--- config.mk ---
export PLATFORM = sky130hd
export DESIGN_NAME = ball_motion
export DESIGN_NICKNAME = d
export VERILOG_FILES = /design/src/rtl/ball_motion.sv
export SDC_FILE = /design/constraint.sdc
export NUM_CORES = 1
export LEC_CHECK = 0
export CAP_MARGIN = 10
export CORE_ASPECT_RATIO = 2
export CORE_MARGIN = 5
export CORE_UTILIZATION = 40
export DETAILED_ROUTE_END_ITERATION = 8
export HOLD_SLACK_MARGIN = 0.12
export SKIP_CTS_REPAIR_TIMING = 1
export SLEW_MARGIN = 20
export SYNTH_ARGS = -nofsm -noshare
export SYNTH_HDL_FRONTEND = slang
export SYNTH_SLANG_ARGS = --single-unit
export TNS_END_PERCENT = 30
--- constraint.sdc ---
create_clock -name Clk -period 4.1 [get_ports Clk]
set_input_delay 0.82 -clock Clk [delete_from_list [all_inputs] [get_ports Clk]]
set_output_delay 0.82 -clock Clk [all_outputs]
set_load 0.05 [all_outputs]
--- src/rtl/ball_motion.sv ---
// Ball position/velocity engine for the 640x400 pong field: steps the
// ball per movement tick, reflects on collision codes, sequences serve/miss.
// Ports: Clk/Rst (sync, active-high), ColOut collision code, Serve level;
// XCord/YCord/DirX/DirY ball state, InPlay/GameOver status, Hits/Misses.
module ball_motion #(
  parameter int START_X   = 320,
  parameter int START_Y   = 232,
  parameter int STEP      = 2,
  parameter int TICK_DIV  = 416667,
  parameter int XMAX      = 639,
  parameter int YMAX      = 399,
  parameter int MISS_HOLD = 60,
  parameter int MAX_MISS  = 5
) (
  input  logic       Clk,
  input  logic       Rst,
  input  logic [2:0] ColOut,
  input  logic       Serve,
  output logic [9:0] XCord,
  output logic [9:0] YCord,
  output logic       DirX,
  output logic       DirY,
  output logic       InPlay,
  output logic       GameOver,
  output logic [7:0] Hits,
  output logic [3:0] Misses
);

  localparam int TW = (TICK_DIV > 2) ? $clog2(TICK_DIV) : 1;
  localparam int HW = $clog2(MISS_HOLD + 1);

  localparam logic [TW-1:0] TICK_LAST = TW'(TICK_DIV - 1);
  localparam logic [HW-1:0] HOLD_LAST = HW'(MISS_HOLD - 1);
  localparam logic [9:0] SX = 10'(START_X);
  localparam logic [9:0] SY = 10'(START_Y);
  localparam logic signed [10:0] STEP_S = 11'(STEP);
  localparam logic signed [10:0] XMAX_S = 11'(XMAX);
  localparam logic signed [10:0] YMAX_S = 11'(YMAX);
  localparam logic [3:0] MAXM = 4'(MAX_MISS);

  localparam logic [2:0] C_PADDLE = 3'b001;
  localparam logic [2:0] C_NET    = 3'b011;
  localparam logic [2:0] C_CEIL   = 3'b010;
  localparam logic [2:0] C_FLOOR  = 3'b110;
  localparam logic [2:0] C_WALL   = 3'b100;

  typedef enum logic [1:0] {
    IDLE, PLAY, MISS, OVER
  } state_t;

  state_t          state_q, state_d;
  logic [TW-1:0]   cnt_q, cnt_d;
  logic [HW-1:0]   hold_q, hold_d;
  logic [9:0]      x_q, x_d;
  logic [9:0]      y_q, y_d;
  logic            dx_q, dx_d;
  logic            dy_q, dy_d;
  logic [7:0]      hits_q, hits_d;
  logic [3:0]      miss_q, miss_d;
  logic            play_q, over_q;

  logic            tick;
  logic [3:0]      miss_inc;
  logic signed [10:0] nx, ny;

  assign tick     = (cnt_q == TICK_LAST);
  assign miss_inc = (miss_q == 4'hF) ? 4'hF : miss_q + 4'd1;

  always_comb begin
    state_d = state_q;
    cnt_d   = cnt_q;
    hold_d  = hold_q;
    x_d     = x_q;
    y_d     = y_q;
    dx_d    = dx_q;
    dy_d    = dy_q;
    hits_d  = hits_q;
    miss_d  = miss_q;
    nx      = '0;
    ny      = '0;

    if (state_q != OVER)
      cnt_d = tick ? '0 : cnt_q + TW'(1);

    case (state_q)
      IDLE: begin
        x_d = SX;
        y_d = SY;
        if (Serve) state_d = PLAY;
      end
      PLAY: begin
        if (tick) begin
          if (ColOut == C_NET) begin
            miss_d  = miss_inc;
            hold_d  = '0;
            state_d = (miss_inc >= MAXM) ? OVER : MISS;
          end else begin
            // codes facing away from the travel direction are stale
            unique case (ColOut)
              C_PADDLE: if (dx_q) begin
                dx_d   = 1'b0;
                hits_d = (hits_q == 8'hFF) ? 8'hFF : hits_q + 8'd1;
              end
              C_WALL:  if (!dx_q) dx_d = 1'b1;
              C_CEIL:  if (!dy_q) dy_d = 1'b1;
              C_FLOOR: if (dy_q)  dy_d = 1'b0;
              default: ;
            endcase
            nx = $signed({1'b0, x_q}) + (dx_d ? STEP_S : -STEP_S);
            ny = $signed({1'b0, y_q}) + (dy_d ? STEP_S : -STEP_S);
            if (nx < 0)           nx = '0;
            else if (nx > XMAX_S) nx = XMAX_S;
            if (ny < 0)           ny = '0;
            else if (ny > YMAX_S) ny = YMAX_S;
            x_d = nx[9:0];
            y_d = ny[9:0];
          end
        end
      end
      MISS: begin
        if (tick) begin
          if (hold_q == HOLD_LAST) begin
            x_d     = SX;
            y_d     = SY;
            dx_d    = 1'b1;
            state_d = IDLE;
          end else begin
            hold_d = hold_q + HW'(1);
          end
        end
      end
      default: ;
    endcase
  end

  always_ff @(posedge Clk) begin
    if (Rst) begin
      state_q <= IDLE;
      cnt_q   <= '0;
      hold_q  <= '0;
      x_q     <= SX;
      y_q     <= SY;
      dx_q    <= 1'b1;
      dy_q    <= 1'b1;
      hits_q  <= '0;
      miss_q  <= '0;
      play_q  <= 1'b0;
      over_q  <= 1'b0;
    end else begin
      state_q <= state_d;
      cnt_q   <= cnt_d;
      hold_q  <= hold_d;
      x_q     <= x_d;
      y_q     <= y_d;
      dx_q    <= dx_d;
      dy_q    <= dy_d;
      hits_q  <= hits_d;
      miss_q  <= miss_d;
      play_q  <= (state_d == PLAY);
      over_q  <= (state_d == OVER);
    end
  end

  assign XCord    = x_q;
  assign YCord    = y_q;
  assign DirX     = dx_q;
  assign DirY     = dy_q;
  assign InPlay   = play_q;
  assign GameOver = over_q;
  assign Hits     = hits_q;
  assign Misses   = miss_q;

endmodule

Word level (Yosys, flattened, before mapping):

Index checks and enable logic that the tools add are counted.

* logic and storage cells: 96
* input bits: 6
* register bits after elaboration: 63

* order comparisons: 5
* eq/ne operators: 20
* $add $sub $neg: 6
* muxes and demuxes: 44
* reduce and logical (&&, ||, !) cells: 9
* bitwise operators: 1

Operator list (number)
* $mux 10: 12
* $pmux 10 s3: 2
* $mux 6: 4
* $add 11x11->11: 2
* $lt 11x1->1 const B: 2
* $mux 11: 2
* $reduce_and 5->1: 4
* $add 19x1->19 const B: 1
* $eq 19x19->1 const B: 1
* $mux 19: 1
* $ne 2x2->1 const B: 7
* $pmux 6 s2: 1
* $gt 11x10->1 const B: 1
* $gt 11x11->1 const B: 1
* $mux 1: 11
* $mux 2: 5
* $add 8x1->8 const B: 1
* $eq 8x8->1 const B: 1
* $mux 8: 1
* $add 6x1->6 const B: 1
* $eq 3x2->1 const B: 2
* $eq 3x3->1 const B: 2
* $eq 6x6->1 const B: 1
* $pmux 1 s2: 3
* 13 further kinds: 16

Longest topological paths before layout:

* depth in word-level cells: 13
* depth in mapped cells: 14
* gate-level depth less buffers: 13

Worst setup path before layout:

Ideal clock, no wire load.

* path kind: input-to-reg
* start point: input ColOut[0]
* end point: register y_q[0] (netlist: YCord[0])
* arrival time: 3.628 ns
* setup time: 0.075 ns
* cell stages on the path: 12
* buffers on the path: 1
* path slack: 0.397 ns
* path through: clkbuf_2 or3b_1 o21ai_2 xnor2_1 ha_1 or4_1 a211oi_1 o21ai_0 a211oi_1 a311oi_2 or4_1 a31oi_1

* cells in the longest elaborated chain, start to end: 13
* elaborated cells between the ends (all ways): 18

RTL lines
* from (decl): line 17 `input logic [2:0] ColOut,`
* $eq 3x3->1 or $eq 3x2->1 (tied branches): line 99 `unique case (ColOut)`
* $pmux 1 s2: line 99
* $mux 1: line 93 `if (ColOut == C_NET) begin`
* $mux 1: line 92 `if (tick) begin`
* $mux 1: line 85 `case (state_q)`
* $mux 11: line 110 `ny = $signed({1'b0, y_q}) + (dy_d ? STEP_S : -STEP_S);`
* $add 11x11->11: line 110
* $gt 11x10->1: line 114 `else if (ny > YMAX_S) ny = YMAX_S;`
* $mux 10: line 114
* $mux 10: line 113 `if (ny < 0) ny = '0;`
* $mux 10: line 93
* $mux 10: line 92
* $pmux 10 s3: line 85
* to (signal assigned): line 154 `y_q <= y_d;`
* to (decl): line 55 `logic [9:0] y_q, y_d;`

Several ways; a longest one is shown, not always the timed one. The select of a mux whose other input is x is not followed.
A chain may end at the register's enable or synchronous reset.

Final worst setup path:

* start point: input ColOut[1]
* end point: register y_q[0] (netlist: YCord[0])

The elaborated chain is that of the path after synthesis.

==> metrics.txt <==
clock latency on the worst-skew pair=0.34 ns; Post-DP HPWL=8090 um; Post-route DRC=0; leakage=1.80 nW; fill count=951; first-pass GRT wire length=17800 um; Max Buffers Root-to-Sink=2; antenna-violating nets left=0; DIE AREA=12200 um^2; most area-hungry cell type in the Yosys netlist=dfxtp_1; post-synth net total=509; peak supply drop=0.259 mV; pin slew with the least headroom to its limit=0.853 ns; post-layout minimum cycle time=3.89 ns; worst slack at placement=-0.0340 ns; Yosys cell types=82; Post-synth ARST share=0; RSZ-0062 raised after global routing=no; TritonRoute pass-1 iters=4; final hold vios=0; initial antenna violation count=0; share of the synthesized area in the top cell type=0.316; Total GRT Usage=0.187; Final WS setup=0.213 ns; ANT cells=0; Crit Path Class=in -> reg; CTS sink count=63; crit end category=register; vias in the first global route=3759; Final setup viols=0; gpl congestion=0.924; Fmax=0.257 GHz; pwr dens=320 nW/um^2; layout cell share with drive strength beyond 1=0.110; WL/cell=16.1 um; Vias/cell=5.68; top post-synthesis cells by count=dfxtp_1, nor2_1, nand2_1; Post-Route WL=10900 um; final worst path period share=0.948; Overflow after GRT=0; clk root buf=clkbuf_16; htree depth=3; synthesis-to-layout area growth=22.4%; synth warn=0; Main synth FF type=dfxtp_1; Final Max Slew Viols=0; clk_skew=0.00513 ns; nature of the critical path startpoint=primary input; Die Ht=151 um; syn_area_per_cell=8.13 um^2; worst min path class=reg -> reg; initial drt markers=200; Worst Path Required=4.36 ns; largest net degree at the start of global routing=37; # IOs=42; Port Buffers=41; status=finished clean; # rows=51; relative max-transition margin=0.429; count of state elements after synthesis=63; Starting Density=0.409; vias post-DR=3837; top-count cell post-synth=dfxtp_1; MaxCap Viol Count=0; worst hold slack=0.494 ns; Gate Count Post-Synth=491; Post-synth EDFFs=0; WP data arrival=4.15 ns; synthesized area=3990 um^2; Final nets=557; sequential area share after synthesis=0.316; area of the core=9760 um^2; CTS tree=done; Synth area leaders=dfxtp_1, nor2_1, a21oi_1; CTS buffer count=9; clock slew seen by the registers of the worst setup and hold paths=0.05 ns; Die X=80.6 um; worst-path maximum fanout=5
metrics by stage:
stage	total power [mW]	cells	TNS, ns	area (um^2)	util
global placement	0.768	660	0	4560	0.468
finish	1.56	676	0	4880	0.500
detailed placement	0.769	660	-0.0792	4560	0.468
CTS	1.57	676	0	4880	0.500
floorplan	0.731	491	0	3990	-
global route	1.62	676	0	4880	0.500
kinds of logic (layout without fill, tap and decap cells):
kind of cell / count (synthesis) / in the layout / share of synthesized area
compound gates: 123 / 123 / 0.214
buf+inv: 47 / 100 / 0.0624
fa+ha+maj: 13 / 13 / 0.0401
simple gates: 207 / 207 / 0.282
flops: 63 / 63 / 0.316
xor+xnor: 33 / 33 / 0.0724
mux: 5 / 5 / 0.0125
critical path, cell delays in order:
cell and delay [ns]:
clkdlybuf4s50_1 0.55, or3b_1 0.41, o21ai_2 0.09, xnor2_1 0.11, ha_1 0.23, or4_1 0.40
a211oi_1 0.22, o21ai_0 0.15, a211oi_1 0.33, a311oi_2 0.18, or4_1 0.52, a31oi_1 0.14
report_power, final:
group	switching (mW)	leakage, nW	internal [mW]	total (mW)
clock network	0.285	0.147	0.520	0.804
registers	0.0115	0.509	0.619	0.630
logic	0.0778	1.14	0.0483	0.126
total	0.374	1.80	1.19	1.56
routing by layer:
layer | track usage | part of all wire
met5 | 0 | 0
met4 | 0.102 | 0.040
met3 | 0.0363 | 0.039
met2 | 0.348 | 0.53
met1 | 0.189 | 0.39
area by class of cell:
class	instances	area, um^2	area share
sequential	63	1260	0.258
clock inverter	4	52.6	0.0108
multi-input combinational	381	2480	0.508
clock buffer	12	267	0.0546
timing repair buffer	64	583	0.119
inverter	20	75.1	0.0154
tap	132	165	0.0338
cell usage in the layout, fill, tap and decap left out, types with 8 or more instances in the layout:
master	count
clkbuf_16	9
nor3_1	25
o21ai_0	21
nand2_1	43
inv_1	19
xnor2_1	14
nand4_1	11
and3_1	8
nand3_1	13
nor2_1	47
a21oi_1	34
clkdlybuf4s50_1	41
ha_1	12
dfxtp_1	63
buf_4	23
xor2_1	19
flip-flops by register name (all words and copies together) (netlist names):
signal and flops:
DirX 1, DirY 1, GameOver 1, Hits 8, InPlay 1, Misses 4, XCord 10, YCord 10
cnt_q 19, hold_q 6, state_q 2
final timing paths:
path                           from                endpoint  slack, ns  depth (start not counted)
max                       ColOut[1]   YCord[0]$_SDFFE_PP0P_       0.21                         12
min reg2reg  cnt_q[13]$_SDFFE_PP0P_  cnt_q[13]$_SDFFE_PP0P_       0.49                          2
min          cnt_q[13]$_SDFFE_PP0P_  cnt_q[13]$_SDFFE_PP0P_       0.49                          2
max reg2reg       DirY$_SDFFE_PP1P_   YCord[0]$_SDFFE_PP0P_       0.94                         11
No activity file was read; power rests on OpenSTA's default activity.
